===== src/rtl/histo_pkg.sv =====
// Shared definitions for the histogram output path: default widths and the
// stream transmitter FSM encoding.
package histo_pkg;

  localparam int P_DW    = 16;
  localparam int P_NBINS = 256;
  localparam int P_AW    = 8;

  typedef enum logic [1:0] {
    IDLE  = 2'd0,
    READ  = 2'd1,
    DRAIN = 2'd2
  } tx_state_e;

endpackage


===== src/rtl/axis_tx_buf.sv =====
// Two-entry FIFO holding {tlast, data} words for an AXI-Stream master.
// Push and pop may happen together at any occupancy; a pop on an empty
// buffer is ignored.
module axis_tx_buf #(
  parameter int P_W = 17
) (
  input  logic           aclk,
  input  logic           areset_n,
  input  logic           push,
  input  logic [P_W-1:0] push_data,
  input  logic           pop,
  output logic [1:0]     occupancy,
  output logic           not_empty,
  output logic [P_W-1:0] head
);

  logic [P_W-1:0] mem_q [2];
  logic [P_W-1:0] mem_d [2];
  logic           wr_ptr_q, wr_ptr_d;
  logic           rd_ptr_q, rd_ptr_d;
  logic [1:0]     count_q, count_d;
  logic           pop_ok;

  assign pop_ok    = pop && (count_q != 2'd0);
  assign occupancy = count_q;
  assign not_empty = (count_q != 2'd0);
  assign head      = mem_q[rd_ptr_q];

  // Next-state for storage, pointers and occupancy.  When full, a push lands
  // in the slot being popped this cycle, which becomes the new tail.
  always_comb begin
    mem_d[0] = mem_q[0];
    mem_d[1] = mem_q[1];
    wr_ptr_d = wr_ptr_q;
    rd_ptr_d = rd_ptr_q;
    if (push) begin
      mem_d[wr_ptr_q] = push_data;
      wr_ptr_d        = ~wr_ptr_q;
    end
    if (pop_ok) begin
      rd_ptr_d = ~rd_ptr_q;
    end
    count_d = count_q + {1'b0, push} - {1'b0, pop_ok};
  end

  // State registers, cleared asynchronously.
  always_ff @(posedge aclk or negedge areset_n) begin
    if (!areset_n) begin
      mem_q[0] <= '0;
      mem_q[1] <= '0;
      wr_ptr_q <= 1'b0;
      rd_ptr_q <= 1'b0;
      count_q  <= 2'd0;
    end else begin
      mem_q[0] <= mem_d[0];
      mem_q[1] <= mem_d[1];
      wr_ptr_q <= wr_ptr_d;
      rd_ptr_q <= rd_ptr_d;
      count_q  <= count_d;
    end
  end

endmodule


===== src/rtl/axi_stream_tx.sv =====
// Streams histogram bin counts 0..P_NBINS-1 out as AXI-Stream beats, reading
// the bin RAM through a 1-cycle-latency port and buffering in axis_tx_buf.
// Optional macro AXI_STREAM_TX_READ_CLEAR_EN: write 0 back to each bin as its
// read datum lands, leaving the histogram cleared for the next frame.
module axi_stream_tx #(
  parameter int P_DW    = histo_pkg::P_DW,
  parameter int P_NBINS = histo_pkg::P_NBINS,
  parameter int P_AW    = histo_pkg::P_AW
) (
  input  logic            aclk,
  input  logic            areset_n,
  input  logic            start,
  output logic            bin_rd_en,
  output logic [P_AW-1:0] bin_rd_addr,
  input  logic [P_DW-1:0] bin_rd_data,
`ifdef AXI_STREAM_TX_READ_CLEAR_EN
  output logic            bin_wr_en,
  output logic [P_AW-1:0] bin_wr_addr,
  output logic [P_DW-1:0] bin_wr_data,
`endif
  output logic [P_DW-1:0] tdata,
  output logic            tvalid,
  output logic            tlast,
  input  logic            tready,
  output logic            tx_busy,
  output logic            tx_done
);

  import histo_pkg::*;

  tx_state_e       state_q, state_d;
  logic [P_AW-1:0] addr_q, addr_d;
  logic            rd_en_q, rd_en_d;      // a read is in flight this cycle
  logic            rd_last_q, rd_last_d;  // the in-flight read is the final bin
  logic            tx_busy_q, tx_busy_d;
  logic            tx_done_q, tx_done_d;

  logic [1:0]      buf_occ;
  logic            buf_valid;
  logic [P_DW:0]   buf_head;
  logic            pop;
  logic [2:0]      credit_used;
  logic            issue;
  logic            last_addr;

  assign pop       = buf_valid && tready;
  assign last_addr = (addr_q == P_AW'(P_NBINS - 1));

  // A beat leaving this cycle frees its slot in time for a read issued now,
  // which is what allows one beat per cycle with tready held high.
  assign credit_used = {1'b0, buf_occ} + {2'b0, rd_en_q} - {2'b0, pop};
  assign issue       = (state_q == READ) && (credit_used < 3'd2);

  assign bin_rd_en   = issue;
  assign bin_rd_addr = addr_q;

  assign tvalid  = buf_valid;
  assign tdata   = buf_head[P_DW-1:0];
  assign tlast   = buf_valid && buf_head[P_DW];
  assign tx_busy = tx_busy_q;
  assign tx_done = tx_done_q;

  axis_tx_buf #(
    .P_W (P_DW + 1)
  ) u_buf (
    .aclk      (aclk),
    .areset_n  (areset_n),
    .push      (rd_en_q),
    .push_data ({rd_last_q, bin_rd_data}),
    .pop       (pop),
    .occupancy (buf_occ),
    .not_empty (buf_valid),
    .head      (buf_head)
  );

  // FSM next-state, address counter and registered status outputs.
  always_comb begin
    state_d   = state_q;
    addr_d    = addr_q;
    tx_busy_d = tx_busy_q;
    tx_done_d = 1'b0;
    rd_en_d   = issue;
    rd_last_d = issue && last_addr;
    case (state_q)
      IDLE: begin
        // A start coinciding with tx_done belongs to the finished frame.
        if (start && !tx_done_q) begin
          state_d   = READ;
          tx_busy_d = 1'b1;
          addr_d    = '0;
        end
      end
      READ: begin
        if (issue) begin
          if (last_addr) begin
            state_d = DRAIN;
          end else begin
            addr_d = addr_q + 1'b1;
          end
        end
      end
      DRAIN: begin
        // The tagged beat is the last word ever pushed, so popping it leaves
        // the buffer empty with nothing in flight.
        if (pop && buf_head[P_DW]) begin
          state_d   = IDLE;
          tx_busy_d = 1'b0;
          tx_done_d = 1'b1;
          addr_d    = '0;
        end
      end
      default: begin
        state_d = IDLE;
        addr_d  = '0;
      end
    endcase
  end

  // Control registers, cleared asynchronously so a mid-frame reset abandons
  // the frame at once.
  always_ff @(posedge aclk or negedge areset_n) begin
    if (!areset_n) begin
      state_q   <= IDLE;
      addr_q    <= '0;
      rd_en_q   <= 1'b0;
      rd_last_q <= 1'b0;
      tx_busy_q <= 1'b0;
      tx_done_q <= 1'b0;
    end else begin
      state_q   <= state_d;
      addr_q    <= addr_d;
      rd_en_q   <= rd_en_d;
      rd_last_q <= rd_last_d;
      tx_busy_q <= tx_busy_d;
      tx_done_q <= tx_done_d;
    end
  end

`ifdef AXI_STREAM_TX_READ_CLEAR_EN
  logic [P_AW-1:0] rd_addr_q;

  // Remember the address of the in-flight read so it can be zeroed as the
  // datum lands.
  always_ff @(posedge aclk or negedge areset_n) begin
    if (!areset_n) begin
      rd_addr_q <= '0;
    end else begin
      rd_addr_q <= addr_q;
    end
  end

  assign bin_wr_en   = rd_en_q;
  assign bin_wr_addr = rd_addr_q;
  assign bin_wr_data = '0;
`endif

endmodule


===== config.mk =====
export PLATFORM = sky130hd
export DESIGN_NAME = axi_stream_tx
export DESIGN_NICKNAME = d
export VERILOG_FILES = /design/src/rtl/histo_pkg.sv /design/src/rtl/axis_tx_buf.sv /design/src/rtl/axi_stream_tx.sv
export SDC_FILE = /design/constraint.sdc
export NUM_CORES = 1
export LEC_CHECK = 0
export CAP_MARGIN = 0
export CORE_UTILIZATION = 60
export DETAILED_ROUTE_END_ITERATION = 10
export DONT_BUFFER_PORTS = 1
export PLACE_DENSITY = 0.8
export SYNTH_ARGS = -nofsm -noshare
export SYNTH_HDL_FRONTEND = slang
export SYNTH_HIERARCHICAL = 1
export SYNTH_SLANG_ARGS = --single-unit

===== constraint.sdc =====
create_clock -name aclk -period 3.2 [get_ports aclk]
set_input_delay 0.64 -clock aclk [delete_from_list [all_inputs] [get_ports aclk]]
set_output_delay 0.64 -clock aclk [all_outputs]
set_load 0.01 [all_outputs]

==> results of run 1 <==
logic make-up (layout without fill, tap and decap cells):
kind of cell,after synthesis,after routing
mux,52,52
flops,52,52
simple gates,34,34
compound gates,24,24
buf+inv,12,20
xor+xnor,5,5
fa+ha+maj,4,4
synthesized netlist by cell type (3+ instances only):
library cell | n | area share [%]
dfrtp_1 | 52 | 52
mux2_2 | 42 | 19
mux2_4 | 10 | 6.0
inv_1 | 7 | 1.0
nor2_1 | 6 | 0.89
nand2_1 | 5 | 0.74
nand3_1 | 5 | 0.99
a21o_1 | 3 | 0.89
a21oi_1 | 3 | 0.60
ha_1 | 3 | 1.5
o31ai_1 | 3 | 0.89
power groups by stage:
| stage | sequential [mW] | combinational [mW] | clock (mW) |
|---|---|---|---|
| final | 1.22 | 1.37 | 0.388 |
| after global routing | 1.26 | 1.49 | 0.425 |
| after CTS | 1.22 | 1.36 | 0.403 |
| after detailed placement | 1.23 | 1.35 | 0 |
| after global placement | 1.20 | 1.29 | 0 |
| after floorplan | 1.12 | 1.24 | 0 |
metrics by stage:
step                      power (mW)  hold slack [ns]
final                           2.98           0.0168
after global placement          2.48            0.345
after detailed placement        2.58            0.346
after global routing            3.18          0.00309
after CTS                       2.98          0.00402
after floorplan                 2.36            0.344
final cells by class:
type	instances	area [um2]	area share, %
tap	50	62.6	2.33
timing repair buffer	5	47.5	1.77
multi-input combinational	119	1150	42.8
clock buffer	6	82.6	3.08
clock inverter	2	13.8	0.513
sequential	52	1300	48.5
inverter	7	26.3	0.979
sequential cells by signal, summed over array words and instances, names as in the netlist:
name / flops
bin_rd_addr: 8
rd_en_q: 1
rd_last_q: 1
state_q: 2
tx_busy: 1
tx_done: 1
u_buf/mem_q: 34
u_buf/occupancy: 2
u_buf/rd_ptr_q: 1
u_buf/wr_ptr_q: 1
layout by cell type, fill, tap and decap left out, types with 2 or more instances in the layout:
master / netlist / routed
nand2_2: 1 / 2
dfrtp_1: 52 / 51
o21ai_0: 2 / 2
a211o_1: 2 / 2
inv_1: 7 / 6
a21oi_1: 3 / 3
ha_1: 3 / 3
a21o_1: 3 / 3
mux2_4: 10 / 10
and2_1: 2 / 2
nor2_1: 6 / 6
nand2_1: 5 / 4
nand3_1: 5 / 5
xnor2_1: 2 / 2
dlygate4sd3_1: 0 / 4
and3_1: 2 / 2
xor2_1: 2 / 2
clkbuf_8: 0 / 6
o31ai_1: 3 / 3
mux2_2: 42 / 42
routing by layer:
metal	routed length [um]	GRT usage (%)
met5	0	0
met4	67	10.1
met3	263	6.16
met2	2370	37.1
met1	1820	25.7
worst paths after layout:
path                                         startpoint                            to  slack, ns  cells past startpoint
setup / recovery           u_buf/occupancy[1]$_DFF_PN0_                     bin_rd_en       0.14                      8
hold / removal                                 areset_n  u_buf/occupancy[1]$_DFF_PN0_       0.02                      0
setup reg to reg           u_buf/occupancy[1]$_DFF_PN0_    bin_rd_addr[6]$_DFFE_PN0P_       0.59                      9
hold reg to reg             u_buf/mem_q[13]$_DFFE_PN0P_   u_buf/mem_q[13]$_DFFE_PN0P_       0.51                      1
max in group asynchronous                      areset_n   u_buf/mem_q[29]$_DFFE_PN0P_       1.75                      1
min in group aclk                        bin_rd_data[3]   u_buf/mem_q[20]$_DFFE_PN0P_       0.48                      1
repair_timing:
action | CTS | global route
hold endpoints to repair | 0 | 6
setup endpoints to repair | 1 | 1
hold buffers | 0 | 4
resized for setup | 0 | 4
pin swaps | 1 | 1
critical path: cells and delay by family, from the launching register on:
family | cells | cell delay (ns)
AO/OA/AOI/OAI | 1 | 0.10
XOR/XNOR | 1 | 0.26
adder cells (fa/ha/maj) | 1 | 0.38
buffers and inverters | 1 | 0.12
flip-flops | 1 | 0.47
AND/OR/NAND/NOR | 4 | 0.77
==> out/results.tsv, run 1 <==
metric	value	unit
largest net degree at the start of global routing	53	
cells after synthesis	183	
H-tree depth	2	
nets	214	
Iter 0 DRT Violations	65	
Arrival @ worst endpoint	2.42	ns
Seq/Total Area, Yosys	51.6	%
Starting Density	62.6	%
vias per inst	6.09	
fin crit share	95.7	%
total congestion overflow	0	
Synth Area in Compound Gates	8.19	%
vias in the first global route	1483	
via count	1468	
WL/cell	18.8	um
mean post-synth cell area	13.8	um2
sw frac	37.8	%
Max stage delay on crit path	0.47	ns
number of synthesized flops with an enable pin	0	
GRT Total Usage	22.0	%
FMAX	327	MHz
pwr dens	1110	nW/um2
Die ar.	4460	um2
Fin. Hold Viols	0	
# diodes	0	
hpwl dp	3080	um
post-route setup TNS	0	ns
crit path cell chain	or2_2 > nand2_2 > and2_1 > o21ai_0 > fa_2 > xnor2_2 > nand3_4 > inv_2	
Post-Route Utilization	66.6	%
Placed Instances	229	
Critical Path End Type	primary output	
Port Buf Inserts	0	
xor/xnor share of the synthesized area	2.03	%
initial antenna violation count	0	
Cell Area, Placed	2540	um2
CTS Buf Count	5	
RePlAce Congestion	0.751	
Leak Pwr	1.19	nW
Seq cells post-synth	52	
clock skew	0.00296	ns
post-route insts no fill	241	
slowest CP cell	dfrtp_2	
clock buffer depth	2	
Routed WL	4520	um
Root Buffer	clkbuf_8	
VDD IR max	0.673	mV
post-synthesis simple-gate area fraction	8.04	%
final antenna-violating net count	0	
Clock Power Share	13.0	%
yosys warns	6	
prevailing post-synth register cell	dfrtp_1	
Combinational Power Share	46.1	%
fraction of layout cells with a size suffix above 1	39.8	%
critical path startpoint category	flop	
router iterations before antenna repair	4	
sequential power share	40.9	%
Area Growth Syn to Fin	6.45	%
Worst Tran Pin Value	0.901	ns
Max Cap Viol	0	
post-CTS setup buffer count	0	
Die X	66.8	um
fin crit period	3.06	ns
largest family of logic cells by synthesized area	multiplexers	
Relative slew margins	39.8	%
drc violations	0	
Die H	66.8	um
WS Path Type	flop to primary output	
dpl ws	0.322	ns
post-route cell area	2680	um2
post-synthesis cell type count	46	
Syn Nets	207	
status	finished, final reports clean	
insertion delay to the later sink of the worst-skew pair	0.30	ns
crit-path max FO	8	
core box area	4030	um2
final worst slack	0.139	ns
Synth Cell Area	2520	um2
internal power	1.85	mW
RSZ-0062 raised after global routing	no	
Ports	49	
Async SR Flop Fraction	100	%
mux contribution to synthesized area	24.7	%
Net Switching	1.13	mW
WP data required	2.56	ns
Final Max Slew Viols	0	
first-pass GRT wire length	6920	um
class of the worst hold path	input pin to asynchronous set/reset pin	
Filler Cell Count	285	
clock sinks	52	
row count	23	
Setup violations, final	0	
Post-Synth Adder-Cell Area	2.28	%
Clk pin slew, worst setup/hold paths	0.09	ns
CTS tree	built	
(Power assumes the default switching activity.)
==> run 2: changes to the inputs <==
--- a/config.mk
+++ b/config.mk
@@ -9,6 +9,7 @@
 export CORE_UTILIZATION = 60
 export DETAILED_ROUTE_END_ITERATION = 10
 export DONT_BUFFER_PORTS = 1
+export HOLD_SLACK_MARGIN = 0.05
 export PLACE_DENSITY = 0.8
 export SYNTH_ARGS = -nofsm -noshare
 export SYNTH_HDL_FRONTEND = slang
==> constraint.sdc (replaced) <==
create_clock -name aclk -period 2.9 [get_ports aclk]
set_input_delay 0.58 -clock aclk [delete_from_list [all_inputs] [get_ports aclk]]
set_output_delay 0.58 -clock aclk [all_outputs]
set_load 0.01 [all_outputs]
==> out/results.tsv, run 2 (synthesized netlist as in run 1, its figures left out) <==
metric	value	unit
fin crit share	96.2	%
total congestion overflow	0	
commonest non-fill, non-tap cell in the layout	dfrtp_1	
sequential power share	38.5	%
WS Path Type	flop to primary output	
GRT Total Usage	22.9	%
Clock Power Share	12.4	%
Fin. Hold Viols	0	
final antenna-violating net count	0	
Die ar.	4460	um2
post-route cell area	2710	um2
Die H	66.8	um
largest net degree at the start of global routing	53	
crit-path max FO	8	
Iter 0 DRT Violations	85	
post-route insts no fill	241	
WP data required	2.32	ns
Ports	49	
Setup violations, final	0	
dpl ws	0.146	ns
nets	214	
post-route setup TNS	0	ns
Combinational Power Share	49.1	%
insertion delay to the later sink of the worst-skew pair	0.30	ns
Port Buf Inserts	0	
via count	1476	
Die X	66.8	um
Final Max Slew Viols	0	
H-tree depth	2	
drc violations	0	
# diodes	0	
number of flip-flops in the largest register	34	
internal power	2.09	mW
RSZ-0062 raised after global routing	no	
Min Hold Slack	0.122	ns
status	finished, final reports clean	
clock buffer depth	2	
Relative slew margins	70.7	%
vias per inst	6.12	
Worst Tran Pin Value	0.437	ns
Root Buffer	clkbuf_8	
Critical Path End Type	primary output	
Leak Pwr	1.19	nW
Cell Area, Placed	2560	um2
Max Cap Viol	0	
initial antenna violation count	0	
row count	23	
hpwl dp	3160	um
fin crit period	2.79	ns
clock sinks	52	
Post-Route Utilization	67.2	%
Net Switching	1.27	mW
final worst slack	0.110	ns
sw frac	37.8	%
WL/cell	19.0	um
CTS Buf Count	5	
FMAX	358	MHz
RePlAce Congestion	0.784	
class of the worst hold path	input pin to asynchronous set/reset pin	
Routed WL	4580	um
Clk pin slew, worst setup/hold paths	0.09	ns
Worst R2R Setup Slack	0.49	ns
largest reg by FF count	u_buf/mem_q	
clock skew	0.00487	ns
Starting Density	62.6	%
Reg2Reg Depth	9	
CTS tree	built	
pwr dens	1240	nW/um2
commonest non-fill, non-tap cells in the layout	dfrtp_1, mux2_2, mux2_4	
critical path startpoint category	flop	
fraction of layout cells with a size suffix above 1	41.4	%
Placed Instances	231	
first-pass GRT wire length	7400	um
Design Power	3.37	mW
VDD IR max	0.752	mV
Area Growth Syn to Fin	7.35	%
core box area	4030	um2
Filler Cell Count	294	
router iterations before antenna repair	4	
vias in the first global route	1584	
Arrival @ worst endpoint	2.21	ns
run 2: cell types whose count changed in the layout (fill, tap and decap cells not counted), sizes merged:
| cell | previous run | this run |
|---|---|---|
| inv | 8 | 7 |
| buf | 1 | 5 |
| dlygate4sd3 | 4 | 0 |
| clkinv | 1 | 0 |
| clkbuf | 6 | 7 |
| clkinvlp | 0 | 1 |
run 2: final cells by class:
type / count / area [um2] / share of cell area (%)
Clock buffer: 7 / 86.3 / 3.19
Sequential cell: 52 / 1300 / 48.1
Tap cell: 50 / 62.6 / 2.31
Multi-Input combinational cell: 119 / 1160 / 43.0
Timing Repair Buffer: 5 / 57.6 / 2.13
Clock inverter: 1 / 7.51 / 0.277
Inverter: 7 / 26.3 / 0.971
run 2: critical path, cell delays in order (launching register included):
cell	delay (ns)
dfrtp_1	0.38
or2_4	0.28
nand2_2	0.12
and2_1	0.14
o21ai_1	0.09
fa_2	0.42
xnor2_4	0.22
nand3_4	0.15
inv_2	0.12
run 2: path summary, 6_finish.rpt:
path,start,to
max reg2reg,u_buf/occupancy[1]$_DFF_PN0_,bin_rd_addr[6]$_DFFE_PN0P_
max in group asynchronous,areset_n,u_buf/mem_q[29]$_DFFE_PN0P_
min reg2reg,rd_last_q$_DFF_PN0_,u_buf/mem_q[33]$_DFFE_PN0P_
max,u_buf/occupancy[1]$_DFF_PN0_,bin_rd_en
min in group aclk,bin_rd_data[15],u_buf/mem_q[32]$_DFFE_PN0P_
min,areset_n,u_buf/mem_q[20]$_DFFE_PN0P_
run 2: timing repair:
action                                  4_1_cts  5_1_grt
gates cloned                                  0        0
resized for setup                             7        0
setup buffers                                 1        0
pin swaps                                     2        1
endpoints found under the setup margin        1        1
hold buffers                                  1        0
hold endpoints to repair                     52        0
run 2: power by group through the flow:
stage / logic, mW / registers (mW) / clock network, mW
2_1_floorplan: 1.37 / 1.23 / 0
3_3_place_gp: 1.47 / 1.28 / 0
3_5_place_dp: 1.55 / 1.32 / 0
4_1_cts: 1.65 / 1.30 / 0.431
5_1_grt: 1.79 / 1.34 / 0.461
6_report: 1.65 / 1.30 / 0.417
run 2: per-layer routing:
metal / GRT usage (%) / share of wire, % / up-vias
met2: 40.2 / 53 / 59
met3: 6.85 / 6.6 / 10
li1: - / - / 673
met5: 0 / 0 / -
met1: 26.5 / 39 / 734
met4: 7.71 / 1.2 / 0
==> run 3: changes to the inputs <==
--- a/config.mk
+++ b/config.mk
@@ -9,6 +9,7 @@
 export CORE_UTILIZATION = 60
 export DETAILED_ROUTE_END_ITERATION = 10
 export DONT_BUFFER_PORTS = 1
+export GPL_TIMING_DRIVEN = 0
 export HOLD_SLACK_MARGIN = 0.05
 export PLACE_DENSITY = 0.8
 export SYNTH_ARGS = -nofsm -noshare
==> out/results.tsv, run 3 (synthesized netlist as in run 1, its figures left out) <==
metric	value	unit
commonest non-fill, non-tap cells in the layout	dfrtp_1, mux2_2, mux2_4	
number of flip-flops in the largest register	34	
hpwl dp	3080	um
clock sinks	52	
internal power	2.19	mW
WP data required	2.32	ns
Combinational Power Share	51.6	%
Critical Path End Type	primary output	
FMAX	365	MHz
vias in the first global route	1512	
Leak Pwr	1.23	nW
router iterations before antenna repair	4	
r2r startpoint	u_buf/occupancy[1]$_DFF_PN0_	
WL/cell	17.5	um
H-tree depth	2	
Post-Route Utilization	68.8	%
Die X	66.8	um
total congestion overflow	0	
Starting Density	62.6	%
CTS tree	built	
Final Max Slew Viols	0	
Clock Power Share	11.8	%
reg-to-reg endpoint	bin_rd_addr[7]$_DFFE_PN0P_	
sw frac	36.9	%
GRT Total Usage	21.4	%
via count	1467	
WS Path Type	flop to primary output	
drc violations	0	
Port Buf Inserts	0	
Root Buffer	clkbuf_8	
critical path startpoint category	flop	
Die ar.	4460	um2
Min Hold Slack	0.131	ns
pwr dens	1250	nW/um2
clock skew	0.00556	ns
Area Growth Syn to Fin	9.98	%
RePlAce Congestion	0.779	
post-route setup TNS	0	ns
final antenna-violating net count	0	
class of the worst hold path	input pin to asynchronous set/reset pin	
core box area	4030	um2
Arrival @ worst endpoint	2.16	ns
clock buffer depth	2	
insertion delay to the later sink of the worst-skew pair	0.30	ns
Iter 0 DRT Violations	63	
nets	220	
largest reg by FF count	u_buf/mem_q	
Fin. Hold Viols	0	
Setup violations, final	0	
Reg2Reg Depth	11	
commonest non-fill, non-tap cell in the layout	dfrtp_1	
vias per inst	5.94	
Worst Tran Pin Value	0.293	ns
CTS Buf Count	5	
Worst R2R Setup Slack	0.28	ns
first-pass GRT wire length	6910	um
# diodes	0	
Routed WL	4330	um
Relative slew margins	80.2	%
Net Switching	1.28	mW
fraction of layout cells with a size suffix above 1	43.1	%
crit-path max FO	5	
initial antenna violation count	0	
fin crit share	94.4	%
row count	23	
RSZ-0062 raised after global routing	no	
Clk pin slew, worst setup/hold paths	0.09	ns
largest net degree at the start of global routing	53	
VDD IR max	0.733	mV
fin crit period	2.74	ns
sequential power share	36.6	%
Max Cap Viol	0	
status	finished, final reports clean	
Filler Cell Count	287	
Ports	49	
Die H	66.8	um
run 3: cell types whose count changed in the layout (fill, tap and decap cells not counted), sizes merged:
cell / before / now
buf: 5 / 11
run 3: worst max-delay path: stages (launching register included):
cell and delay, ns:
dfrtp_2 0.42, or2_4 0.29, nand2_4 0.10, and2_1 0.13
o21ai_1 0.09, fa_2 0.64, nand3_4 0.10, inv_4 0.08
run 3: power groups by stage:
stage / clock network [mW] / registers, mW / logic (mW)
3_3_place_gp: 0 / 1.27 / 1.52
2_1_floorplan: 0 / 1.23 / 1.37
6_report: 0.411 / 1.27 / 1.79
3_5_place_dp: 0 / 1.30 / 1.59
5_1_grt: 0.453 / 1.31 / 1.94
4_1_cts: 0.426 / 1.27 / 1.70
run 3: timing repair:
item	in CTS	in global routing
gates resized for setup	5	5
pin swaps	1	2
hold endpoints to repair	52	0
hold buffers	1	0
setup buffers	3	2
setup endpoints to repair	1	1
run 3: through the flow:
| step | worst slack, ns | total power [mW] | instances | area [um2] |
|---|---|---|---|---|
| after floorplan | 0.249 | 2.60 | 183 | 2520 |
| after global placement | 0.0884 | 2.78 | 233 | 2580 |
| after detailed placement | 0.0284 | 2.88 | 233 | 2580 |
| after CTS | 0.0124 | 3.40 | 245 | 2730 |
| after global routing | 0.0676 | 3.70 | 247 | 2770 |
| final | 0.164 | 3.47 | 247 | 2770 |
run 3: per-layer routing:
metal	wire length (um)	vias up	track usage [%]	share of wire, %
li1	-	684	-	-
met1	1710	731	23.6	40
met2	2260	43	37.6	52
met3	280	9	7.02	6.5
met4	75	0	8.51	1.7
met5	0	-	0	0
run 3: worst max-delay path by stage:
| stage | startpoint | endpoint | depth (start not counted) |
|---|---|---|---|
| finish | u_buf/occupancy[1]$_DFF_PN0_ | bin_rd_en | 7 |
| CTS | u_buf/occupancy[1]$_DFF_PN0_ | bin_rd_en | 8 |
| global placement | u_buf/occupancy[1]$_DFF_PN0_ | bin_rd_en | 8 |
| floorplan | u_buf/occupancy[1]$_DFF_PN0_ | bin_rd_en | 8 |
| global route | u_buf/occupancy[1]$_DFF_PN0_ | bin_rd_en | 8 |
| detailed placement | u_buf/occupancy[1]$_DFF_PN0_ | bin_rd_en | 8 |
run 3: final cells by class:
cell class                 count  area (um2)  share of cell area, %
clock buffer                   7        86.3                   3.11
tap                           50        62.6                   2.26
inverter                       7        28.8                   1.04
clock inverter                 1        7.51                  0.271
sequential                    52        1300                   47.0
multi-input combinational    119        1170                   42.1
buffer                         5        52.6                   1.90
timing repair buffer           6        65.1                   2.35
